File: config.mk
export PLATFORM = sky130hd
export DESIGN_NAME = reservoir_plant
export DESIGN_NICKNAME = d
export VERILOG_FILES = /design/src/rtl/reservoir_plant.sv
export SDC_FILE = /design/constraint.sdc
export NUM_CORES = 1
export LEC_CHECK = 0
export ABC_CLOCK_PERIOD_IN_PS = 3650
export CORE_MARGIN = 4
export CORE_UTILIZATION = 53
export DETAILED_ROUTE_END_ITERATION = 16
export HOLD_SLACK_MARGIN = 0.02
export PLACE_DENSITY = 0.92
export SLEW_MARGIN = 10
export SYNTH_ARGS = -nofsm -noshare
export SYNTH_HDL_FRONTEND = slang
export SYNTH_SLANG_ARGS = --single-unit
File: constraint.sdc
create_clock -name clk -period 3.65 [get_ports clk]
set_clock_uncertainty 0.05 [all_clocks]
set_input_delay 0.365 -clock clk [delete_from_list [all_inputs] [get_ports clk]]
set_output_delay 0.365 -clock clk [all_outputs]
set_load 0.05 [all_outputs]
File: src/rtl/reservoir_plant.sv
// ---------------------------------------------------------------------------
// reservoir_plant
//
// Cycle-based behavioural model of a water reservoir. It is closed in a loop
// with the reservoir flow controller. Each cycle it does three things:
//   - adds the commanded inflow (fr1/fr2/fr3/dfr) to a saturating level
//     register and subtracts the outflow demand;
//   - reports the direction of the net flow as a trend;
//   - produces thermometer-coded level sensors for the controller.
//
// Ports:
//   clk        system clock, all state updates on the rising edge
//   rst_n      asynchronous active-low reset
//   fr1..fr3   flow commands, each adds R1/R2/R3 per cycle
//   dfr        supplemental flow command, adds RD per cycle
//   demand     outflow drawn from the reservoir this cycle (DEM_W bits)
//   s[2:0]     level sensors s[3:1]: bit k-1 is sensor k, thermometer coded
//   level      current reservoir level
//   trend      2'b00 HOLD, 2'b01 RISING, 2'b10 FALLING
//   overflow   high for one cycle after the level clamps at LVL_MAX
//   underflow  high for one cycle after the level clamps at 0
//
// Optional feature, selected by the macro SENSOR_HYST_EN:
//   When the macro is defined, each sensor sets at level >= THk and clears
//   only at level < THk-HYST. Between those limits it holds its value.
//   When the macro is undefined, each sensor is a plain threshold compare
//   and HYST has no effect.
// ---------------------------------------------------------------------------
module reservoir_plant #(
  parameter int LVL_W      = 8,
  parameter int LVL_MAX    = 255,
  parameter int INIT_LEVEL = 0,
  parameter int TH1        = 64,
  parameter int TH2        = 128,
  parameter int TH3        = 192,
  parameter int R1         = 4,
  parameter int R2         = 4,
  parameter int R3         = 4,
  parameter int RD         = 8,
  parameter int DEM_W      = 6,
  parameter int HYST       = 8
) (
  input  logic             clk,
  input  logic             rst_n,
  input  logic             fr1,
  input  logic             fr2,
  input  logic             fr3,
  input  logic             dfr,
  input  logic [DEM_W-1:0] demand,
  output logic [2:0]       s,
  output logic [LVL_W-1:0] level,
  output logic [1:0]       trend,
  output logic             overflow,
  output logic             underflow
);

  // Three extra bits hold the full level + inflow - demand range without
  // wrapping. One bit covers the sign and two bits cover the carry headroom.
  localparam int RAW_W = LVL_W + 3;

  // A zero hysteresis band reduces the hold/clear logic to a plain compare.
  // That is why one sensor function serves both builds.
`ifdef SENSOR_HYST_EN
  localparam int HYST_EFF = HYST;
`else
  localparam int HYST_EFF = 0;
`endif

  localparam logic signed [RAW_W-1:0] MAX_S = RAW_W'(LVL_MAX);

  typedef enum logic [1:0] {
    TR_HOLD    = 2'b00,
    TR_RISING  = 2'b01,
    TR_FALLING = 2'b10
  } trend_e;

  logic [LVL_W-1:0]        level_q, level_d;
  logic [2:0]              s_q, s_d;
  trend_e                  trend_q, trend_d;
  logic                    overflow_q, overflow_d;
  logic                    underflow_q, underflow_d;

  logic signed [RAW_W-1:0] inflow;
  logic signed [RAW_W-1:0] net;
  logic signed [RAW_W-1:0] raw;

  // A sensor sets at or above its threshold and clears below the band.
  // Inside the band it keeps its previous value.
  function automatic logic sense_bit(input logic [LVL_W-1:0] lvl,
                                     input int th,
                                     input logic prev);
    int lv;
    lv = int'(lvl);
    if (lv >= th)                 return 1'b1;
    else if (lv < th - HYST_EFF)  return 1'b0;
    else                          return prev;
  endfunction

  // Net flow, the saturating level update, and the clamp pulses.
  always_comb begin
    inflow      = '0;
    net         = '0;
    raw         = '0;
    level_d     = level_q;
    overflow_d  = 1'b0;
    underflow_d = 1'b0;

    if (fr1) inflow = inflow + RAW_W'(R1);
    if (fr2) inflow = inflow + RAW_W'(R2);
    if (fr3) inflow = inflow + RAW_W'(R3);
    if (dfr) inflow = inflow + RAW_W'(RD);

    net = inflow - $signed({{(RAW_W-DEM_W){1'b0}}, demand});
    raw = $signed({3'b000, level_q}) + net;

    if (raw > MAX_S) begin
      level_d    = LVL_W'(LVL_MAX);
      overflow_d = 1'b1;
    end else if (raw < 0) begin
      level_d     = '0;
      underflow_d = 1'b1;
    end else begin
      level_d = raw[LVL_W-1:0];
    end
  end

  // The trend follows the sign of the net flow before clamping. A clamped
  // step therefore still reports its direction.
  always_comb begin
    trend_d = TR_HOLD;
    if (net > 0)      trend_d = TR_RISING;
    else if (net < 0) trend_d = TR_FALLING;
  end

  // Sensors read the level register rather than level_d. This makes s lag
  // level by exactly one cycle.
  always_comb begin
    s_d    = '0;
    s_d[0] = sense_bit(level_q, TH1, s_q[0]);
    s_d[1] = sense_bit(level_q, TH2, s_q[1]);
    s_d[2] = sense_bit(level_q, TH3, s_q[2]);
  end

  always_ff @(posedge clk or negedge rst_n) begin
    if (!rst_n) begin
      level_q     <= LVL_W'(INIT_LEVEL);
      s_q         <= '0;
      trend_q     <= TR_HOLD;
      overflow_q  <= 1'b0;
      underflow_q <= 1'b0;
    end else begin
      level_q     <= level_d;
      s_q         <= s_d;
      trend_q     <= trend_d;
      overflow_q  <= overflow_d;
      underflow_q <= underflow_d;
    end
  end

  assign level     = level_q;
  assign s         = s_q;
  assign trend     = trend_q;
  assign overflow  = overflow_q;
  assign underflow = underflow_q;

endmodule

==> metrics.md, run 1 <==
| Metric | Value |
|---|---|
| # clock sinks | 15 |
| Synth Flop Type | dfrtp_1 |
| Yosys reg bits | 15 |
| Detailed placement HPWL | 2350 um |
| Synth area leader | dfrtp_1 |
| Yosys top cell area share | 0.328 |
| Most frequent cell after synthesis | ha_1 |
| Stop err | [ERROR DPL-0038] Utilization greater than 100%, impossible to legalize |
| Clock root cell | clkbuf_4 |
| Status | stopped before the end |
| Halt Stage | global routing (5_1_grt) |
| Die width | 54.5 um |
| Mapped Nets | 138 |
| Per-instance average area after synthesis | 10.6 sq um |
| Initial Util | 0.572 |
| Critical endpoint after global-route timing repair | level[7]$_DFF_PN0_/D |
| Max Root-Sink Buffers | 2 |
| # rows | 16 |
| Num ports | 27 |
| Ys Warns | 0 |
| H-Tree Depth | 1 |
| Final GP Congestion | 0.859 |
| Sequential fraction of the synthesis area | 0.328 |
| Post-Synthesis Cells | 108 |
| Placed Cells | 194 |
| Async SR Flop Fraction | 1.00 |
| Largest net degree at the start of global routing | 16 |
| Top cells by area, synth | dfrtp_1, ha_1, a21o_1, xnor2_1, xor2_1 |
| Post-synth cell types | 35 |
| Synth top cells by count | ha_1, dfrtp_1, a21o_1 |
| Die Y-Extent | 54.5 um |
| Post-synth EDFFs | 0 |
| Mapped cell area | 0.00115 sq mm |
| Hold buffer count at cts | 0 |
| Port Buffers | 26 |
| WEP type | sequential cell input |
| Num CTS Buffers | 3 |
-- what timing repair did --
item                                    CTS
gates resized for setup                  23
pin swaps                                12
endpoints found under the setup margin   10
endpoints found under the hold margin     0
buffers inserted                         10
-- through the flow --
step | cell area (sq um) | worst slack [ns] | hold slack (ns) | util
2_1_floorplan | 1150 | 0.150 | 0.0194 | -
3_3_place_gp | 1690 | -0.355 | 0.384 | 0.845
3_5_place_dp | 1690 | -0.514 | 0.387 | 0.845
4_1_cts | 1920 | 0.0678 | 0.405 | 0.960
-- cell families after synthesis --
family,after synthesis,synth area share
xor+xnor,10,0.0764
mux,1,0.00982
fa+ha+maj,18,0.210
simple gates,22,0.114
buf+inv,11,0.0360
flops,15,0.328
compound gates,31,0.227
==> run 2, diff against run 1 <==
CORE_AREA = 4 4 65 67   (was not set)
CORE_MARGIN = not set   (was 4)
CORE_UTILIZATION = not set   (was 53)
DIE_AREA = 0 0 69 71   (was not set)
HOLD_SLACK_MARGIN = not set   (was 0.02)
PLACE_DENSITY = not set   (was 0.92)
PLACE_DENSITY_LB_ADDON = 0.15   (was not set)
==> run 2 against run 1 <==
The run now ends clean. Synthesized cell count is the same. Area after synthesis stayed put.
==> metrics.md, run 2 <==
| Metric | Value |
|---|---|
| CP Max Fanout | 5 |
| Die Y-Extent | 71 um (+30%) |
| Clock slew seen by the registers of the worst setup and hold paths | 0.06 ns |
| Top cells by area, synth | dfrtp_1, ha_1, a21o_1, xnor2_1, xor2_1 |
| Global-route wire length before repair | 5040 um |
| GRT overflow | 0 |
| Post-synth EDFFs | 0 (unchanged) |
| # rows | 22 (+6) |
| Crit path kind | in -> reg |
| Critical Path RT | 3.73 ns |
| Mapped cell area | 0.00115 sq mm (unchanged) |
| DR WL/cell | 13.0 um |
| Fin. max-slew vios | 0 |
| Die width | 69 um (+27%) |
| Hold buffer count at cts | 0 (unchanged) |
| Share of cells above drive strength 1 | 0.401 |
| Port Buffers | 26 (unchanged) |
| Syn-to-layout area delta | 71.9% |
| Largest net degree at the start of global routing | 16 |
| Ys Warns | 0 (unchanged) |
| Synth area leader | dfrtp_1 |
| H-Tree Depth | 1 (unchanged) |
| DRT iter0 DRCs | 13 |
| Per-instance average area after synthesis | 10.6 sq um (unchanged) |
| Final Hold Fails | 0 |
| Tcrit/Tclk final | 0.957 |
| Post-synth cell types | 35 (unchanged) |
| Die ar. | 0.00490 sq mm |
| Num ports | 27 (unchanged) |
| Post-layout minimum cycle time | 3.49 ns |
| Slew headroom | 0.563 |
| Yosys top cell area share | 0.328 (unchanged) |
| Final #Nets | 208 |
| Worst Setup End Kind | flip-flop |
| Status | finished clean |
| Vias | 1,028 |
| Max reg flops | 8 |
| Setup tns final | 0 ns |
| Min-Delay Path Class | reg -> reg |
| Maximum VDD drop | 0.000589 V |
| Max Cap Violations | 0 |
| Mapped Nets | 138 (unchanged) |
| Synth top cells by count | ha_1, dfrtp_1, a21o_1 |
| Routed Antenna Nets | 0 |
| PD cells | 890 mW/mm^2 |
| WP data arrival | 3.58 ns |
| Yosys reg bits | 15 (unchanged) |
| Sequential fraction of the synthesis area | 0.328 (unchanged) |
| First drt pass iteration count | 4 |
| Core area | 0.00363 sq mm |
| Final design instance area without fill | 0.00197 sq mm |
| FMAX | 286 MHz |
| Vias in the first global route | 1,126 |
| Vias per inst | 4.57 |
| Gr usage total | 0.124 |
| Drt total wl | 2920 um |
| Pleak | 0.000977 uW |
| Post-Synthesis Cells | 108 (unchanged) |
| Inserted Diodes | 0 |
| Most frequent cell after synthesis | ha_1 |
| Total power | 1750 uW |
| Initial Util | 0.315 (-0.257) |
| Final GP Congestion | 0.792 (-7.8%) |
| Num CTS Buffers | 3 (unchanged) |
| Most frequent cells in the layout | buf_4, clkdlybuf4s50_1, dfrtp_1 |
| Clock root cell | clkbuf_8 |
| CTS tree | done |
| Initial antenna violation count | 0 |
| RSZ-0062 raised after global routing | false |
| Commonest non-fill, non-tap cell in the layout | buf_4 |
| Worst slew pin tran | 0.654 ns |
| Detailed placement HPWL | 2270 um (-3.3%) |
| Placed cell area | 0.00172 sq mm (+1.6%) |
| DRC Markers | 0 |
| Setup Viol. Count Final | 0 |
| # clock sinks | 15 (unchanged) |
| Worst skew pair latency | 0.24 ns |
| Max Root-Sink Buffers | 2 (unchanged) |
| Synth Flop Type | dfrtp_1 |
| Async SR Flop Fraction | 1.00 (unchanged) |
| Setup crit start kind | input pin |
==> run 2: cell counts after synthesis <==
No cell type changed its count.
==> run 2: stage by stage <==
| step | instances | util | hold WS [ns] | setup slack, ns |
|---|---|---|---|---|
| after floorplan | 108 | - | 0.0194 | 0.150 |
| final | 225 | 0.542 | 0.413 | 0.157 |
| after global routing | 225 | 0.542 | 0.437 | 0.0113 |
| after CTS | 222 | 0.514 | 0.413 | -0.106 |
| after global placement | 215 | 0.473 | 0.408 | -0.363 |
| after detailed placement | 215 | 0.473 | 0.404 | -0.481 |
==> run 2: kinds of logic after synthesis <==
logic type	after synthesis	synth area share
mux	1	0.00982
fa+ha+maj	18	0.210
flops	15	0.328
simple gates	22	0.114
buf+inv	11	0.0360
compound gates	31	0.227
xor+xnor	10	0.0764
==> run 2: power by group <==
| part | internal (uW) | switching (uW) | total [uW] | leakage [uW] |
|---|---|---|---|---|
| logic | 646 | 687 | 1330 | 0.000772 |
| registers | 244 | 46.0 | 290 | 0.000182 |
| clock network | 77.2 | 53.6 | 131 | 0.0000228 |
| total | 967 | 786 | 1750 | 0.000977 |
==> run 2: final cells by class <==
type                       instances  area [sq um]
clock buffer                       4          45.0
fill                             355          1660
inverter                          10          37.5
multi-input combinational         82           877
sequential                        15           375
tap                               48          60.1
timing repair buffer              66           576
==> run 2: final timing paths <==
kind                                    start            endpoint  slack [ns]  cells past startpoint
min in group asynchronous               rst_n    s[0]$_DFFE_PN0P_        0.47                      1
hold reg to reg            level[7]$_DFF_PN0_    s[1]$_DFFE_PN0P_        0.41                      0
hold / removal             level[7]$_DFF_PN0_    s[1]$_DFFE_PN0P_        0.41                      0
setup / recovery                          fr1  level[1]$_DFF_PN0_        0.16                     16
max in group asynchronous               rst_n  level[1]$_DFF_PN0_        2.66                      1
setup reg to reg           level[0]$_DFF_PN0_  level[1]$_DFF_PN0_        1.27                      9
==> run 2: metal layers <==
metal / track usage / vias up / share of wire / routed length, um
li1: - / 521 / - / -
met1: 0.139 / 484 / 0.43 / 1260
met2: 0.232 / 19 / 0.52 / 1520
met3: 0.0384 / 4 / 0.044 / 128
met4: 0.0195 / 0 / 0.0058 / 17
met5: 0 / - / 0 / 0
==> run 2: worst max-delay path: stages <==
cell	delay (ns)
dlymetal6s2s_1	0.13
buf_4	0.14
fa_1	0.42
mux2_4	0.28
ha_4	0.16
or3_4	0.40
buf_4	0.15
o221a_4	0.23
nor2_1	0.17
ha_1	0.29
a21oi_1	0.20
o21ai_2	0.09
o22ai_2	0.14
o31ai_4	0.12
buf_6	0.14
a21o_1	0.15
==> run 2: timing repair <==
action	in CTS	in global routing
pin swaps	7	13
endpoints found under the setup margin	10	10
resized for setup	15	18
buffers inserted	4	3
cloned	0	1
Note: power is estimated with default switching activity, not from simulation.
==> run 3, diff against run 2 <==
SKIP_CTS_REPAIR_TIMING = 1   (was not set)
==> run 3 against run 2 <==
Die area unchanged. Register-to-register slack worse by 0.03 ns. Sequential power about the same. Sequential share of layout area decreased by 0.14 points. Wire length is 5.1% higher. First-iteration DRC count grew 15%. Sequential cell count stayed put. Global-route usage shrank 0.66 points. Critical path type unchanged. Core utilization is 0.41 points higher. Final area up 0.76%. Via count rose by 0.58%.
==> metrics.md, run 3 (synthesized netlist as in run 2, its figures left out) <==
| Metric | Value |
|---|---|
| Vias | 1,034 (+0.58%) |
| Final design instance area without fill | 0.00199 sq mm (+0.76%) |
| Vias in the first global route | 1,094 (-2.8%) |
| Most frequent cells in the layout | buf_4, clkdlybuf4s50_1, dfrtp_1 |
| Final GP Congestion | 0.792 (unchanged) |
| Detailed placement HPWL | 2270 um (unchanged) |
| Clk network pwr share | 0.074 (about the same) |
| Vias per inst | 4.62 (+1.0%) |
| Maximum VDD drop | 0.000610 V (+3.5%) |
| Fin. max-slew vios | 0 (unchanged) |
| RSZ-0062 raised after global routing | false |
| # clock sinks | 15 (unchanged) |
| Min-Delay Path Class | reg -> reg |
| DRC Markers | 0 (unchanged) |
| WP data arrival | 3.56 ns (-0.02 ns) |
| Reg area | 375 sq um (unchanged) |
| Syn-to-layout area delta | 73.3% |
| First drt pass iteration count | 5 (+1) |
| Placed cell area | 0.00172 sq mm (unchanged) |
| Max Cap Violations | 0 (unchanged) |
| Total power | 1790 uW (+2.1%) |
| FMAX | 288 MHz (+0.45%) |
| Core area | 0.00363 sq mm (unchanged) |
| Global-route wire length before repair | 4780 um (-5.2%) |
| Port Buffers | 26 (unchanged) |
| Crit path buf inv count | 4 (unchanged) |
| Final #Nets | 207 (-0.48%) |
| Tcrit/Tclk final | 0.953 (-0.00432) |
| Seq pwr share | 0.162 (-0.003) |
| Sw Ratio | 0.450 (+0.00196) |
| Switch Pwr | 806 uW (+2.5%) |
| Comb pwr share | 0.764 (+0.004) |
| Worst skew pair latency | 0.25 ns (about the same) |
| Die Y-Extent | 71 um (unchanged) |
| Num ports | 27 (unchanged) |
| H-Tree Depth | 1 (unchanged) |
| Setup crit start kind | input pin |
| CTS tree | done |
| Post-layout minimum cycle time | 3.48 ns (-0.0158 ns) |
| Gr usage total | 0.117 (-0.00656) |
| Crit path kind | in -> reg |
| Initial antenna violation count | 0 (unchanged) |
| Post-Route Utilization | 0.546 (+0.00413) |
| Slowest CP cell | fa_2 |
| GRT overflow | 0 (unchanged) |
| Share of cells above drive strength 1 | 0.392 (-0.00908) |
| DRT iter0 DRCs | 15 (+2) |
| Pleak | 0.000979 uW (+0.22%) |
| Final Hold Fails | 0 (unchanged) |
| Largest net degree at the start of global routing | 16 (unchanged) |
| Routed Antenna Nets | 0 (unchanged) |
| Pint | 984 uW (+1.7%) |
| Worst slew pin tran | 0.661 ns (+0.00673 ns) |
| Num CTS Buffers | 3 (unchanged) |
| Slew headroom | 0.558 (-0.00450) |
| Multi-input gate area | 896 sq um (+2.1%) |
| Clock slew seen by the registers of the worst setup and hold paths | 0.06 ns (about the same) |
| Max incr delay on CP | 0.39 ns (-0.03 ns) |
| Die width | 69 um (unchanged) |
| Die ar. | 0.00490 sq mm (unchanged) |
| Max reg flops | 8 (unchanged) |
| Inserted Diodes | 0 (unchanged) |
| CP Max Fanout | 5 (unchanged) |
| Worst Setup End Kind | flip-flop |
| PD cells | 901 mW/mm^2 (+1.3%) |
| DR WL/cell | 13.7 um (+5.5%) |
| Setup Viol. Count Final | 0 (unchanged) |
| Max Root-Sink Buffers | 2 (unchanged) |
| Clock root cell | clkbuf_8 |
| FILL cells | 348 (-2.0%) |
| Critical Path RT | 3.74 ns (about the same) |
| Drt total wl | 3070 um (+5.1%) |
| CP Cell Sequence | dlymetal6s2s_1 -> buf_4 -> fa_2 -> mux2_4 -> ha_4 -> o21a_4 -> nor2b_4 -> nor2_2 -> ha_1 -> a21o_1 -> a221oi_4 -> buf_4 -> nand4bb_4 -> o31ai_4 -> buf_6 -> a21o_1 |
| # rows | 22 (unchanged) |
| Initial Util | 0.315 (unchanged) |
| Worst path top cell family by delay | adder cells |
| Status | finished clean |
| Hold slack | 0.411 ns (-0.00140 ns) |
| Commonest non-fill, non-tap cell in the layout | buf_4 |
## run 3: area by class of cell
class | count | share of cell area
clock buffer | 4 | 0.0227
sequential | 15 | 0.189
timing repair buffer | 65 | 0.288
inverter | 10 | 0.0189
tap | 48 | 0.0302
multi-input combinational | 82 | 0.451
## run 3: stage by stage
step,setup slack (ns),TNS (ns),cells
after floorplan,0.150,0,108
after global placement,-0.363,-3.44,215
after detailed placement,-0.481,-4.56,215
after CTS,-0.209,-1.80,219
after global routing,0.0681,0,224
final,0.172,0,224
## run 3: power by group through the flow
stage	registers (uW)	logic [uW]	clock network, uW
global placement	295	1180	0
finish	290	1370	132
floorplan	535	489	0
detailed placement	295	1190	0
CTS	292	1200	139
global route	299	1470	147
## run 3: metal layers
layer,global-route usage,up-vias,share of wire
li1,-,520,-
met1,0.131,489,0.42
met2,0.219,21,0.53
met3,0.0384,4,0.044
met4,0.0195,0,0.0042
met5,0,-,0
## run 3: final timing paths
kind / endpoint / cells after the start / from / slack [ns]
max reg2reg: level[1]$_DFF_PN0_ / 9 / level[0]$_DFF_PN0_ / 1.24
min reg2reg: s[1]$_DFFE_PN0P_ / 0 / level[7]$_DFF_PN0_ / 0.41
max: level[1]$_DFF_PN0_ / 16 / fr2 / 0.17
min in group asynchronous: s[0]$_DFFE_PN0P_ / 1 / rst_n / 0.47
min: s[1]$_DFFE_PN0P_ / 0 / level[7]$_DFF_PN0_ / 0.41
max in group asynchronous: level[1]$_DFF_PN0_ / 1 / rst_n / 2.65
==> run 4, diff against run 3 <==
CORE_AREA = 2 2 63 65   (was 4 4 65 67)
DIE_AREA = 0 0 65 67   (was 0 0 69 71)
==> run 4 against run 3 <==
Core utilization decreased by 0.62 points. Sequential cell count unchanged. Final area fell by 1.9%. Total power decreased by 5.1%. Fmax rose by 0.28%. Global-route usage up 1.1 points. Sequential share of layout area up 0.36 points. Register-to-register slack better by 0.09 ns. Critical endpoint unchanged.
==> metrics.md, run 4 (synthesized netlist as in run 2, its figures left out) <==
| Metric | Value |
|---|---|
| Status | finished clean |
| Core area | 0.00361 sq mm (-0.76%) |
| # clock sinks | 15 (unchanged) |
| Sw Ratio | 0.449 (-0.00136) |
| Max incr delay on CP | 0.43 ns (+0.04 ns) |
| Final GP Congestion | 0.754 (-4.8%) |
| CP Cell Sequence | dlymetal6s2s_1 -> buf_4 -> fa_1 -> mux2_4 -> ha_4 -> or3_4 -> o22ai_4 -> xnor2_2 -> ha_1 -> and3_2 -> a221oi_2 -> buf_4 -> nand4bb_4 -> o31ai_4 -> a21o_1 |
| Die Y-Extent | 67 um (-5.6%) |
| Drt total wl | 2830 um (-7.8%) |
| Clock root cell | clkbuf_8 |
| Worst slew pin tran | 0.644 ns (-0.0163 ns) |
| WP data arrival | 3.60 ns (+0.04 ns) |
| Switch Pwr | 763 uW (-5.3%) |
| Vias per inst | 4.68 (+1.5%) |
| Worst path top cell family by delay | adder cells |
| Worst skew pair latency | 0.24 ns (about the same) |
| Detailed placement HPWL | 2130 um (-6.1%) |
| Clock slew seen by the registers of the worst setup and hold paths | 0.06 ns (about the same) |
| Vias | 1,054 (+1.9%) |
| Tcrit/Tclk final | 0.950 (-0.00271) |
| WHS Path Cells | 0 (unchanged) |
| Reg-to-reg endpoint | level[1]$_DFF_PN0_ |
| Worst Setup Slack, final | 0.182 ns (+0.00987 ns) |
| Final Hold Fails | 0 (unchanged) |
| Largest net degree at the start of global routing | 16 (unchanged) |
| Min-Delay Path Class | reg -> reg |
| Clk network pwr share | 0.077 (+0.003) |
| Initial antenna violation count | 0 (unchanged) |
| Worst Setup End Kind | flip-flop |
| Max reg flops | 8 (unchanged) |
| Routed Antenna Nets | 0 (unchanged) |
| Die ar. | 0.00436 sq mm (-11%) |
| First drt pass iteration count | 4 (-1) |
| Place WS | -0.540 ns (-0.0589 ns) |
| Most frequent cells in the layout | buf_4, clkdlybuf4s50_1, dfrtp_1 |
| Fin. max-slew vios | 0 (unchanged) |
| Crit path kind | in -> reg |
| Total power | 1700 uW (-5.1%) |
| Inserted Diodes | 0 (unchanged) |
| R2R cell count | 8 (-1) |
| Most used cell, CP | buf_4 |
| Pleak | 0.000983 uW (+0.39%) |
| DRC Markers | 0 (unchanged) |
| Comb pwr share | 0.751 (-0.013) |
| Maximum VDD drop | 0.000534 V (-12%) |
| Slew headroom | 0.569 (+0.0109) |
| Crit path buf inv count | 3 (-1) |
| Setup crit start kind | input pin |
| DR WL/cell | 12.6 um (-8.2%) |
| # rows | 22 (unchanged) |
| CP Max Fanout | 9 (+4) |
| Die width | 65 um (-5.8%) |
| Syn-to-layout area delta | 70.0% |
| Gr usage total | 0.128 (+0.0110) |
| Vias in the first global route | 1,015 (-7.2%) |
| CTS tree | done |
| H-Tree Depth | 1 (unchanged) |
| Initial Util | 0.318 (+0.00241) |
| Max Cap Violations | 0 (unchanged) |
| Post-layout minimum cycle time | 3.47 ns (-0.00987 ns) |
| FMAX | 288 MHz (+0.28%) |
| Share of cells above drive strength 1 | 0.395 (+0.00343) |
| Final #Nets | 208 (+0.48%) |
| PD cells | 872 mW/mm^2 (-3.2%) |
| Reg area | 375 sq um (unchanged) |
| Critical Path RT | 3.78 ns (+0.04 ns) |
| Worst Setup SP | fr1 |
| Port Buffers | 26 (unchanged) |
| Post-Route Utilization | 0.540 (-0.00624) |
| Reg2Reg Setup Slack | 1.33 ns (+0.09 ns) |
| Seq pwr share | 0.171 (+0.009) |
| Global-route wire length before repair | 4370 um (-8.5%) |
| Pint | 936 uW (-4.8%) |
| RR Startpoint | level[0]$_DFF_PN0_ |
| DRT iter0 DRCs | 37 (+22) |
| Worst hold path startpoint | level[7]$_DFF_PN0_ |
| Commonest non-fill, non-tap cell in the layout | buf_4 |
| Num CTS Buffers | 3 (unchanged) |
| Max Root-Sink Buffers | 2 (unchanged) |
| Slowest CP cell | o31ai_4 |
| Hold path endpoint | s[1]$_DFFE_PN0P_ |
| GRT overflow | 0 (unchanged) |
| FILL cells | 333 (-4.3%) |
| Setup Viol. Count Final | 0 (unchanged) |
| Num ports | 27 (unchanged) |
| Multi-input gate area | 870 sq um (-2.9%) |
==> run 4: how the worst max path moves through the flow <==
stage | to | slack [ns] | cells past startpoint
final | level[1]$_DFF_PN0_ | 0.18 | 15
after CTS | level[1]$_DFF_PN0_ | -0.27 | 16
after global placement | level[1]$_DFF_PN0_ | -0.36 | 15
after floorplan | level[0]$_DFF_PN0_ | 0.15 | 15
after detailed placement | level[1]$_DFF_PN0_ | -0.54 | 16
after global routing | level[2]$_DFF_PN0_ | -0.01 | 19
==> run 4: cell type report <==
type,instances,area share
clock buffer,4,0.0231
inverter,10,0.0193
multi-input combinational,83,0.446
sequential,15,0.193
tap,48,0.0308
timing repair buffer,65,0.288
==> run 4: power groups by stage <==
| stage | clock (uW) | combinational (uW) | sequential (uW) |
|---|---|---|---|
| after floorplan | 0 | 489 | 535 |
| after global placement | 0 | 1170 | 292 |
| after detailed placement | 0 | 1190 | 294 |
| after CTS | 135 | 1200 | 292 |
| after global routing | 145 | 1370 | 303 |
| final | 132 | 1280 | 291 |
==> run 4: metal layers <==
metal | routed length (um) | track usage
met1 | 1160 | 0.151
met2 | 1510 | 0.233
met3 | 129 | 0.0355
met4 | 31 | 0.0239
met5 | 0 | 0
==> run 4: metrics by stage <==
step / area (sq um) / cells / hold slack [ns] / TNS, ns
CTS: 1760 / 219 / 0.412 / -2.35
floorplan: 1150 / 108 / 0.0194 / 0
finish: 1950 / 225 / 0.402 / 0
detailed placement: 1720 / 215 / 0.399 / -5.07
global route: 1950 / 225 / 0.439 / -0.0229
global placement: 1720 / 215 / 0.398 / -3.44
